## src/rtl/ha_serial_adder_ctrl_pkg.sv

```systemverilog
// ha_serial_pkg: shared FSM state encoding and legal WIDTH range for the serial adder
package ha_serial_pkg;
    typedef enum logic [1:0] {IDLE = 2'd0, RUN = 2'd1, DONE = 2'd2} state_t;
    localparam int WIDTH_MIN = 2;
    localparam int WIDTH_MAX = 32;
endpackage

```

## src/rtl/ha_serial_adder_ctrl_cell.sv

```systemverilog
// ha_cell: single half-adder cell, two of which form the shared full-adder slice
module ha_cell (
    input  logic x,
    input  logic y,
    output logic s,
    output logic c
);
    assign s = x ^ y;
    assign c = x & y;
endmodule

```

## src/rtl/ha_serial_adder_ctrl.sv

```systemverilog
// ha_serial_adder_ctrl: bit-serial LSB-first adder over one half-adder pair; HA_SERIAL_SUB_EN adds a subtract mode
module ha_serial_adder_ctrl
    import ha_serial_pkg::*;
#(
    parameter int WIDTH = 8
) (
    input  logic             clk,
    input  logic             rst,
    input  logic             in_valid,
    output logic             in_ready,
    input  logic [WIDTH-1:0] a,
    input  logic [WIDTH-1:0] b,
    input  logic             cin,
`ifdef HA_SERIAL_SUB_EN
    input  logic             sub,
`endif
    output logic             out_valid,
    input  logic             out_ready,
    output logic [WIDTH-1:0] sum,
    output logic             cout,
    output logic             busy
);
    localparam int CNT_W = $clog2(WIDTH);

    if (WIDTH < WIDTH_MIN || WIDTH > WIDTH_MAX) begin : g_bad_width
        $error("ha_serial_adder_ctrl: WIDTH out of range");
    end

    logic sub_i;
`ifdef HA_SERIAL_SUB_EN
    assign sub_i = sub;
`else
    assign sub_i = 1'b0;
`endif

    state_t           state_q, state_d;
    logic [WIDTH-1:0] a_sh_q, a_sh_d, b_sh_q, b_sh_d, sum_q, sum_d;
    logic [CNT_W-1:0] cnt_q, cnt_d;
    logic             carry_q, carry_d, cout_q, cout_d;
    logic             in_ready_q, in_ready_d, out_valid_q, out_valid_d, busy_q, busy_d;
    logic             s0, c0, s1, c1, new_c;

    ha_cell ha0 (.x(a_sh_q[0]), .y(b_sh_q[0]), .s(s0), .c(c0));
    ha_cell ha1 (.x(s0),        .y(carry_q),   .s(s1), .c(c1));
    assign new_c = c0 | c1;

    always_comb begin
        state_d     = state_q;
        a_sh_d      = a_sh_q;
        b_sh_d      = b_sh_q;
        sum_d       = sum_q;
        cnt_d       = cnt_q;
        carry_d     = carry_q;
        cout_d      = cout_q;
        in_ready_d  = in_ready_q;
        out_valid_d = out_valid_q;
        busy_d      = busy_q;
        unique case (state_q)
            IDLE: if (in_valid && in_ready_q) begin
                a_sh_d     = a;
                b_sh_d     = sub_i ? ~b : b;
                carry_d    = sub_i ? ~cin : cin;
                cnt_d      = '0;
                sum_d      = '0;
                cout_d     = 1'b0;
                state_d    = RUN;
                in_ready_d = 1'b0;
                busy_d     = 1'b1;
            end
            RUN: begin
                sum_d   = {s1, sum_q[WIDTH-1:1]};
                a_sh_d  = a_sh_q >> 1;
                b_sh_d  = b_sh_q >> 1;
                carry_d = new_c;
                // hold the counter on the last bit so it never wraps
                if (cnt_q == CNT_W'(WIDTH - 1)) begin
                    cout_d      = new_c;
                    state_d     = DONE;
                    out_valid_d = 1'b1;
                end else begin
                    cnt_d = cnt_q + CNT_W'(1);
                end
            end
            DONE: if (out_ready) begin
                state_d     = IDLE;
                out_valid_d = 1'b0;
                in_ready_d  = 1'b1;
                busy_d      = 1'b0;
            end
            default: begin
                state_d     = IDLE;
                out_valid_d = 1'b0;
                in_ready_d  = 1'b1;
                busy_d      = 1'b0;
            end
        endcase
    end

    always_ff @(posedge clk) begin
        if (rst) begin
            state_q     <= IDLE;
            a_sh_q      <= '0;
            b_sh_q      <= '0;
            sum_q       <= '0;
            cnt_q       <= '0;
            carry_q     <= 1'b0;
            cout_q      <= 1'b0;
            in_ready_q  <= 1'b1;
            out_valid_q <= 1'b0;
            busy_q      <= 1'b0;
        end else begin
            state_q     <= state_d;
            a_sh_q      <= a_sh_d;
            b_sh_q      <= b_sh_d;
            sum_q       <= sum_d;
            cnt_q       <= cnt_d;
            carry_q     <= carry_d;
            cout_q      <= cout_d;
            in_ready_q  <= in_ready_d;
            out_valid_q <= out_valid_d;
            busy_q      <= busy_d;
        end
    end

    assign in_ready  = in_ready_q;
    assign out_valid = out_valid_q;
    assign busy      = busy_q;
    assign sum       = sum_q;
    assign cout      = cout_q;
endmodule

```

## config.mk

```make
export PLATFORM = sky130hd
export DESIGN_NAME = ha_serial_adder_ctrl
export DESIGN_NICKNAME = d
export VERILOG_FILES = /design/src/rtl/ha_serial_adder_ctrl_pkg.sv /design/src/rtl/ha_serial_adder_ctrl_cell.sv /design/src/rtl/ha_serial_adder_ctrl.sv
export SDC_FILE = /design/constraint.sdc
export NUM_CORES = 1
export LEC_CHECK = 0
export ABC_AREA = 1
export CAP_MARGIN = 20
export CORE_MARGIN = 3
export CORE_UTILIZATION = 30
export CTS_CLUSTER_DIAMETER = 150
export DETAILED_ROUTE_END_ITERATION = 8
export PLACE_DENSITY_LB_ADDON = 0.1
export SLEW_MARGIN = 10
export SYNTH_ARGS = -nofsm -noshare
export SYNTH_HDL_FRONTEND = slang
export SYNTH_HIERARCHICAL = 1
export SYNTH_SLANG_ARGS = --single-unit
```

## constraint.sdc

```tcl
create_clock -name clk -period 1.5 [get_ports clk]
set_input_delay 0.225 -clock clk [delete_from_list [all_inputs] [get_ports clk]]
set_output_delay 0.225 -clock clk [all_outputs]
set_load 0.005 [all_outputs]
```

### Word level (Yosys, flattened, before mapping)

Cells that the tools add are included.

* add/subtract/negate cells: 1
* equality and inequality tests: 7
* muxes and demuxes: 25
* bitwise logic cells: 7
* reduce and logical (&&, ||, !) cells: 9

Operator list (number)
* 8-bit one-hot mux with 2 select lines: 3
* 8-bit 2-to-1 mux: 3
* 3-bit AND reduction: 5
* 1-bit one-hot mux with 3 select lines: 3
* 2-bit inequality test, second input constant: 4
* 1-bit 2-to-1 mux: 7
* 2-bit 2-to-1 mux: 3
* 3-bit 2-to-1 mux: 2
* 2-bit one-hot mux with 3 select lines: 1
* 3-bit one-hot mux with 2 select lines: 1
* 1-bit one-hot mux with 2 select lines: 2
* 3-bit by 1-bit adder with 3-bit output, second input constant: 1
* 3-bit equality test, second input constant: 1
* 1-bit AND: 2
* 2-bit by 1-bit equality test with 1-bit output, second input constant: 1
* 2-bit equality test, second input constant: 1
* 2-bit logical NOT: 1
* 1-bit NOT: 2
* 2-bit AND reduction: 1
* 2-bit nonzero test: 1
* 1-bit XOR: 2
* 1-bit logical AND: 1
* 1-bit OR: 1

* register bits: 34
* input port bits: 21
* word-level logic and storage cells: 59

### Logic depth before layout (Yosys ltp)

* depth in word-level cells: 5
* mapped depth: 8
* mapped depth without buffers: 8

### Hierarchy

Netlist, hierarchy kept.

Modules (own cells, without submodules)
* ha_serial_adder_ctrl: instances 1, cells an instance 206, area an instance 1465.2 um^2, sequential area each 680.7 um^2
* ha_cell: instances 2, cells an instance 1, area an instance 12.5 um^2, sequential area each 0.0 um^2

### Worst setup path after synthesis

Ideal clock, no wire load.

* path type: flip-flop to flip-flop
* from: register b_sh_q[0]
* to: register carry_q
* library setup time: 119 ps
* data arrival time: 1075 ps
* setup slack: 306 ps
* stages on the path, launching flop included: 7
* path buffers: 0
* clock period less this slack: 1194 ps
* path through: dfxtp_1 > ha_1 > ha_1 > nor2_1 > nor2_1 > a21oi_1 > a21oi_2

* word-level cells in the longest chain between the ends: 4
* elaborated cells on any way between the ends: 5
* classes of those cells: mux: 1; bitwise: 4

RTL lines
* from (decl): RTL line ha_serial_adder_ctrl.sv:37 `logic [WIDTH-1:0] a_sh_q, a_sh_d, b_sh_q, b_sh_d, sum_q, sum_d;`
* from (signal assigned): RTL line ha_serial_adder_ctrl.sv:114 `b_sh_q <= b_sh_d;`
* 1-bit XOR: RTL line ha_serial_adder_ctrl_cell.sv:8 `assign s = x ^ y;`
* named net s0: RTL line ha_serial_adder_ctrl.sv:41 `logic s0, c0, s1, c1, new_c;`
* 1-bit AND: RTL line ha_serial_adder_ctrl_cell.sv:9 `assign c = x & y;`
* named net c1: RTL line ha_serial_adder_ctrl.sv:41
* 1-bit OR: RTL line ha_serial_adder_ctrl.sv:45 `assign new_c = c0 | c1;`
* 1-bit one-hot mux with 2 select lines: RTL line ha_serial_adder_ctrl.sv:58 `unique case (state_q)`
* to (signal assigned): RTL line ha_serial_adder_ctrl.sv:117 `carry_q <= carry_d;`
* to (decl): RTL line ha_serial_adder_ctrl.sv:39 `logic carry_q, carry_d, cout_q, cout_d;`

The timed path passes the listed nets, and every way through them passes these cells.
A chain may end at the register's enable or synchronous reset.

### Worst setup path in the final report

* from: register sum_q[7], in the netlist sum[7]
* to: output sum[7]

RTL lines
* from (decl): RTL line ha_serial_adder_ctrl.sv:37
* from (signal assigned): RTL line ha_serial_adder_ctrl.sv:115 `sum_q <= sum_d;`
* to (decl): RTL line ha_serial_adder_ctrl.sv:19 `output logic [WIDTH-1:0] sum,`

No word-level cell between the ends.

==> results.toml <==
[synthesis]
ys_warn_count = 6
avgSynthCellArea_um2 = 7.16
synth_seq_area_share = 0.457
synth_top_area_share = 0.457
synth_top_area_cell = "dfxtp_1"
synth_area_um2 = 1490
synth_area_leaders = "dfxtp_1 46%, nand2_1 25%, a21oi_1 11%"
synth_fp_nets = 233
yosys_register_bits = 34
syn_inst = 208
synth.distinct_cells = 17

[cells_and_area]
drive_gt1_frac = 0.0816
fin_util = 0.412
final_cell_mix = "100 x nand2_1, 34 x dfxtp_1, 33 x a21oi_1, 32 x clkdlybuf4s50_1, 7 x buf_4"
final_area_um2 = 1960
final_nets = 270
antenna_cells = 0
layout_commonest_cell = "nand2_1"
area_growth_pct = 31.5

[critical_path]
cp_slowest_cell = "clkdlybuf4s50_1"
critPathMaxFanout = 3
crit_type = "reg -> out"
worstPathArrival_ps = 1150
required_ps = 1270
end_kind = "primary output"
start_kind = "flop"
crit_family = "buffers and inverters"
path_buf_inv = 1
cpPeakStageDelay_ps = 510
path_cells = "clkdlybuf4s50_1"

[pwr]
p_leak_uw = 0.000805
power_frac_clock = 0.292
vdd_drop_max_mv = 0.443
p_per_area_nw_per_um2 = 1080
swShare = 0.287
internal_power_uw = 1510
comb_power_share = 0.223
switchingPower_uw = 605
seqPwrFrac = 0.485

[place]
place.gp.congestion = 0.753
place_ws_ps = 32.0
dpl_cell_area_um2 = 1880
dp_hpwl_um = 2340
io_buffers = 32

[floorplanning]
core-area_um2 = 4750
dieArea_um2 = 5850
die_y_um = 76.5
io_pins = 33
rows = 25
fp.dieW_um = 76.5
initial_core_util = 0.313

[timing]
relSlewSlack = 0.821
fmax_mhz = 726
setup-tns-final_ps = 0
fin_crit_ps = 1380
final.setup_skew_ps = 2.69
setup_violations = 0
finalCritPeriodShare = 0.918
rsz0062_at_grt = "no"
fin_ws_ps = 123
slew_violations = 0
tightestPinTransition_ps = 268
finalHoldViolCount = 0

[grt]
grt_usage = 0.127
grt_start_max_net_pins = 23
antenna_found_initial = 0
grt_pass1_wl_um = 6130
grt_pass1_vias = 1345
grt_overflow = 0

[cts]
cts.clk_slew.worst_paths_ps = 60
clock_latency_ps = 280
cts_hold_buf = 0
cts.htree.levels = 2
clock_path_buffers = 2
clockRootBuffer = "clkbuf_8"
cts_buffers = 5
cts_tree = "done"
cts.sinks = 34
cts_resized = 0
cts_setup_buffers = 0

[route]
vias = 1344
drt-initial-drc-count = 57
totalWireLength_um = 3400
post_drt_wl_per_cell_um = 10.9
vias_per_cell = 4.31
firstDrtPassIters = 4
drc = 0
ant_nets = 0

[flow_run]
drv_cap = 0

[status]
status = "complete, no violations"

[min_path]
hp-class = "reg -> reg"
[synthesized netlist by cell type]
| library cell | count |
|---|---|
| nand2_1 | 100 |
| dfxtp_1 | 34 |
| a21oi_1 | 33 |
| nand3_1 | 6 |
| inv_1 | 5 |
| nor2_1 | 5 |
| ha_1 | 4 |
| buf_2 | 3 |
| buf_6 | 3 |
| nand2_4 | 3 |
| clkbuf_1 | 2 |
| inv_2 | 2 |
| nand3b_1 | 2 |
| nor2_2 | 2 |
| o21ai_0 | 2 |
| a21oi_2 | 1 |
| buf_4 | 1 |
[power by group through the flow]
stage	sequential, uW	clock [uW]	combinational, uW
2_1_floorplan	1040	0	319
3_3_place_gp	1040	0	485
3_5_place_dp	1040	0	480
4_1_cts	1020	646	484
5_1_grt	1030	682	539
6_report	1020	617	470
[flip-flops by register name, summed over array words and instances (netlist names)]
signal     flops
cout           1
sum            8
busy           1
a_sh_q         8
in_ready       1
cnt_q          3
b_sh_q         8
out_valid      1
state_q        2
carry_q        1
[final cells by class]
type / count / area [um^2]
clock buffer: 7 / 76.3
tap: 67 / 83.8
inverter: 7 / 26.3
fill: 524 / 2800
multi-input combinational: 158 / 719
sequential: 34 / 681
timing repair buffer: 39 / 373
[metrics by stage]
| step | power (uW) | hold slack (ps) | std cells |
|---|---|---|---|
| 5_1_grt | 2250 | 489 | 312 |
| 4_1_cts | 2150 | 464 | 312 |
| 6_report | 2110 | 461 | 312 |
| 2_1_floorplan | 1350 | 373 | 208 |
| 3_3_place_gp | 1530 | 452 | 305 |
| 3_5_place_dp | 1520 | 454 | 305 |
[path summary, 6_finish.rpt]
check,from,to,slack (ps),cells past startpoint
worst max register to register,b_sh_q[0],carry_q,190,6
worst min register to register,a_sh_q[3],a_sh_q[3],460,2
worst max-delay path,sum[7],sum[7],120,1
worst min-delay path,a_sh_q[3],a_sh_q[3],460,2
[kinds of logic after synthesis]
family / Yosys count / share of synthesized area
buffers and inverters: 16 / 0.0605
adder cells (fa/ha/maj): 4 / 0.0336
AND/OR/NAND/NOR: 118 / 0.326
flip-flops: 34 / 0.457
AO/OA/AOI/OAI: 36 / 0.123
[per-layer routing]
metal | global-route usage | up-vias | wire, um
met3 | 0.0496 | 4 | 194
li1 | - | 729 | -
met1 | 0.165 | 586 | 1710
met4 | 0.0435 | 0 | 35
met2 | 0.191 | 25 | 1460
met5 | 0 | - | 0
No activity file was read; power rests on OpenSTA's default activity.
==> RTL change 1: new RTL, same settings <==
`WIDTH`: 8 -> 32.
--- a/src/rtl/ha_serial_adder_ctrl.sv
+++ b/src/rtl/ha_serial_adder_ctrl.sv
@@ -4,3 +4,3 @@
 #(
-    parameter int WIDTH = 8
+    parameter int WIDTH = 32
 ) (
Interface: changed (resized a, b and sum); port bits go from 33 to 105. No check against the original RTL was run, so the function may have changed too.
==> RTL change 1 against the unedited design <==
Cell count rose to 3.1 times the old value; synthesized cell count rose to 3.3 times the old value; setup slack worse by 0.067 ns; count of clock-buffer cells in the layout up 5; die area rose to 2.9 times the old value; cell area rose to 3.2 times the old value; wire length rose to 3.6 times the old value; sequential cell count up 74; synthesized area rose to 3.1 times the old value; total power rose to 3.2 times the old value; largest power group unchanged.
==> RTL change 1: results (changes against the unedited design) <==
{
  "yosys-top-cells-count": {"value": "sky130_fd_sc_hd__nand2_1 (397), sky130_fd_sc_hd__dfxtp_1 (108), sky130_fd_sc_hd__a21oi_1 (107), sky130_fd_sc_hd__buf_2 (22), sky130_fd_sc_hd__clkbuf_1 (11)"},
  "total_power": {"value": 6.86, "unit": "mW", "change": "+220%"},
  "layout-drive-gt1-share": {"value": 7.71, "unit": "%", "change": "-0.45 points"},
  "min_from": {"value": "rst"},
  "status": {"value": "finished, final reports clean"},
  "min_delay_path_depth": {"value": 3, "change": "+1"},
  "crit-reg2reg-capture": {"value": "cnt_q[3]"},
  "fin_worst_hold_slack": {"value": 0.292, "unit": "ns", "change": "-0.170 ns"},
  "grt_util_all_layers": {"value": 14.3, "unit": "%", "change": "+1.6 points"},
  "ys_seq_area_share": {"value": 46.4, "unit": "%", "change": "+0.76 points"},
  "drt-total-wl": {"value": 12.3, "unit": "mm", "change": "+260%"},
  "grt_pass1_vias": {"value": 4185, "change": "+210%"},
  "grt_start_max_net_pins": {"value": 66, "change": "+190%"},
  "synthesized_netlist_net_count": {"value": 767, "change": "+230%"},
  "ir_worst_vdd": {"value": 0.688, "unit": "mV", "change": "+55%"},
  "hold_path_class": {"value": "input pin to flip-flop"},
  "hold-path-endpoint": {"value": "in_ready"},
  "finalClockSkew": {"value": 0.00790, "unit": "ns", "change": "+0.00521 ns"},
  "rr_worst_depth": {"value": 8, "change": "+2"},
  "share_comb_of_total_power": {"value": 17.3, "unit": "%", "change": "-5.0 points"},
  "clock_insertion_delay_worst_skew": {"value": 0.35, "unit": "ns", "change": "+0.07 ns"},
  "dp.final_hpwl": {"value": 7.92, "unit": "mm", "change": "+240%"},
  "synth-adder-area-share": {"value": 1.07, "unit": "%", "change": "-2.3 points"},
  "r2r-start": {"value": "cnt_q[0]"},
  "drtIter0Drc": {"value": 232, "change": "+310%"}
}
## RTL change 1: cell count changes after synthesis, sizes merged
cell and delta:
dfxtp +74, and2 +1, clkbuf +9, nand3 -1
inv +1, clkinv +1, nand2 +297, buf +26
a21oi +73, nor2 +5
## RTL change 1: per-layer routing
layer | vias to the layer above | wire [um] | global-route usage [%]
met5 | - | 0 | 0
met4 | 0 | 50 | 3.09
met3 | 2 | 541 | 4.19
met2 | 85 | 5650 | 23.0
met1 | 2007 | 6020 | 19.2
li1 | 2349 | - | -
## RTL change 1: how the worst max path moves through the flow
stage,startpoint,to
floorplan,cnt_q[0],cnt_q[2]
global placement,in_valid,b_sh_q[0]
detailed placement,in_valid,a_sh_q[11]
CTS,cnt_q[1],cnt_q[4]
global route,cnt_q[0],cnt_q[0]
finish,in_ready,in_ready
## RTL change 1: area by class of cell
type / instances / area [um2] / area share [%]
well taps: 184 / 230 / 3.63
clock inverters: 4 / 72.6 / 1.15
multi-input cells: 533 / 2230 / 35.2
clock buffers: 12 / 246 / 3.89
repair buffers: 125 / 1340 / 21.2
inverters: 9 / 35.0 / 0.553
flip-flops and latches: 108 / 2180 / 34.4
## RTL change 1: timing repair
| action | CTS | global route |
|---|---|---|
| setup endpoints to repair | 2 | 32 |
| hold buffers | 0 | 0 |
| pin swaps | 1 | 2 |
| resized for setup | 2 | 16 |
| buffers inserted | 0 | 1 |
| gates cloned | 0 | 1 |
## RTL change 1: stage by stage
step / worst slack (ns) / instances
final: 0.0560 / 975
after global routing: -0.00741 / 975
after global placement: -0.0121 / 957
after floorplan: 0.138 / 694
after CTS: 0.00882 / 973
after detailed placement: -0.0604 / 957
==> RTL change 2: new RTL, same flow settings <==
Made on the original files. Reset style: asynchronous (`rst`), changed in one clocked block.
--- a/src/rtl/ha_serial_adder_ctrl.sv
+++ b/src/rtl/ha_serial_adder_ctrl.sv
@@ -98,3 +98,3 @@
 
-    always_ff @(posedge clk) begin
+    always_ff @(posedge clk or posedge rst) begin
         if (rst) begin
Formal check against the unedited RTL: differs if rst is asserted again (counterexample within 4 cycles, from zero or initial values and one cycle with rst high); with rst held inactive, the same outputs for 10 cycles.
==> RTL change 2 against the unedited design <==
Critical path depth unchanged; via count up 0.30%; utilization up 0.37 points; wire length up 4.7%; largest cell class is now sequential cells; synthesized area up 8.4%; non-clock buffer count down 2; setup slack worse by 0.025 ns; sequential cell count unchanged; count of clock-buffer cells in the layout unchanged; cell count up 0.32%; first-iteration DRC count down 28%; cell area up 9.8%.
Power is not compared: it rests on default switching activity, and its combinational part moved more than twofold at a synthesized area within 25%.
==> RTL change 2: results (changes against the unedited design) <==
{
  "status": {"value": "finished, final reports clean"},
  "syn-mean-instance-area": {"value": 7.92, "unit": "um2", "change": "+11%"},
  "drt-total-wl": {"value": 3.56, "unit": "mm", "change": "+4.7%"},
  "finalNetCount": {"value": 267, "change": "-1.1%"},
  "drtIter0Drc": {"value": 41, "change": "-28%"},
  "synthesized_netlist_net_count": {"value": 229, "change": "-1.7%"},
  "maxSlewHeadroom": {"value": 77.6, "unit": "%", "change": "-4.5 points"},
  "slowest_delay": {"value": 0.52, "unit": "ns"},
  "grt_util_all_layers": {"value": 12.5, "unit": "%", "change": "-0.15 points"},
  "yosys-top-cells-count": {"value": "sky130_fd_sc_hd__nand2_1 (130), sky130_fd_sc_hd__dfrtp_1 (33), sky130_fd_sc_hd__nand3_1 (8), sky130_fd_sc_hd__inv_1 (5)"},
  "routedWlPerCell": {"value": 11.4, "unit": "um", "change": "+4.4%"},
  "regToRegSetupSlack": {"value": 0.14, "unit": "ns", "change": "-0.05 ns"},
  "synth_enable_flop_cells": {"value": 0, "change": "unchanged"},
  "grt_pass1_vias": {"value": 1317, "change": "-2.1%"},
  "gp_routability_congestion": {"value": 0.677, "change": "-10%"},
  "crit-reg2reg-capture": {"value": "cnt_q[0]"},
  "grt_start_max_net_pins": {"value": 35, "change": "+52%"},
  "synthArstFlopShare": {"value": 100, "unit": "%", "change": "+100 points"},
  "hold_path_class": {"value": "input pin to async pin"},
  "post_synth_main_area_contributors": {"value": "sky130_fd_sc_hd__dfrtp_1 (51%), sky130_fd_sc_hd__nand2_1 (30%), sky130_fd_sc_hd__ha_1 (3.1%), sky130_fd_sc_hd__nand3_1 (2.5%), sky130_fd_sc_hd__buf_4 (1.9%)"},
  "ctsLongestPathBuffers": {"value": 2, "change": "unchanged"},
  "post-place-cells": {"value": 305, "change": "unchanged"},
  "ys_dominant_reg_cell": {"value": "sky130_fd_sc_hd__dfrtp_1"},
  "clock_insertion_delay_worst_skew": {"value": 0.28, "unit": "ns", "change": "about the same"},
  "finalClockSkew": {"value": 0.00487, "unit": "ns", "change": "+0.00219 ns"},
  "r2r-start": {"value": "cnt_q[0]"},
  "viasPerCell": {"value": 4.31, "change": "about the same"},
  "ys_seq_area_share": {"value": 52.7, "unit": "%", "change": "+7.1 points"},
  "dp.final_hpwl": {"value": 2.48, "unit": "mm", "change": "+6.0%"},
  "layout-drive-gt1-share": {"value": 9.05, "unit": "%", "change": "+0.89 points"},
  "post_dp_cell_area": {"value": 2030, "unit": "um2", "change": "+8.0%"},
  "preCtsSetupSlack": {"value": 0.00257, "unit": "ns", "change": "-0.0294 ns"},
  "worst_ep_arrival_time": {"value": 1.18, "unit": "ns", "change": "+0.03 ns"},
  "library_cell_used_as_clock_root_buffer": {"value": "sky130_fd_sc_hd__clkbuf_8"},
  "synth.lib_cells_used.distinct": {"value": 20, "change": "+3"}
}
## RTL change 2: cells by family after synthesis
kind of cell,synth area share (%)
adder cells (fa/ha/maj),3.10
AO/OA/AOI/OAI,2.87
flip-flops,52.7
AND/OR/NAND/NOR,36.0
buffers and inverters,5.27
## RTL change 2: where the power goes
| group | switching [mW] | leakage, nW | internal (mW) |
|---|---|---|---|
| sequential | 0.257 | 0.431 | 1.33 |
| combinational | 1.11 | 0.657 | 0.876 |
| clock | 0.320 | 0.0524 | 0.497 |
| total | 1.69 | 1.14 | 2.70 |
## RTL change 2: how the worst max path moves through the flow
stage / from / endpoint / slack (ns) / cells past startpoint
CTS: cnt_q[0] / cnt_q[0] / 0.06 / 6
global placement: cnt_q[0] / cnt_q[0] / -0.008 / 6
global route: state_q[1] / b_sh_q[6] / 0.01 / 7
finish: sum[6] / sum[6] / 0.1 / 1
detailed placement: cnt_q[0] / cnt_q[0] / 0.003 / 6
floorplan: cnt_q[0] / cnt_q[0] / 0.15 / 6
## RTL change 2: what timing repair did
action	CTS	global route
gates resized for setup	2	2
setup endpoints to repair	2	1
pin swaps	0	0
## RTL change 2: per-stage QoR
step	setup TNS [ns]	hold slack [ns]
floorplan	0	0.335
global placement	-0.00786	0.456
detailed placement	0	0.462
CTS	0	0.287
global route	0	0.305
finish	0	0.279
## RTL change 2: layer usage
layer / vias to the layer above / wire (um) / global-route usage, % / part of all wire [%]
met5: - / 0 / 0 / 0
met4: 0 / 57 / 5.67 / 1.6
met3: 4 / 147 / 3.16 / 4.1
met2: 23 / 1640 / 19.6 / 46
met1: 620 / 1710 / 16.3 / 48
li1: 701 / - / - / -
## RTL change 2: layout make-up
| type | instances | area, um2 |
|---|---|---|
| multi-input combinational | 156 | 691 |
| inverter | 8 | 32.5 |
| clock buffer | 7 | 76.3 |
| sequential | 34 | 852 |
| fill | 547 | 3020 |
| timing repair buffer | 37 | 382 |
| clock inverter | 1 | 30.0 |
| tap | 70 | 87.6 |
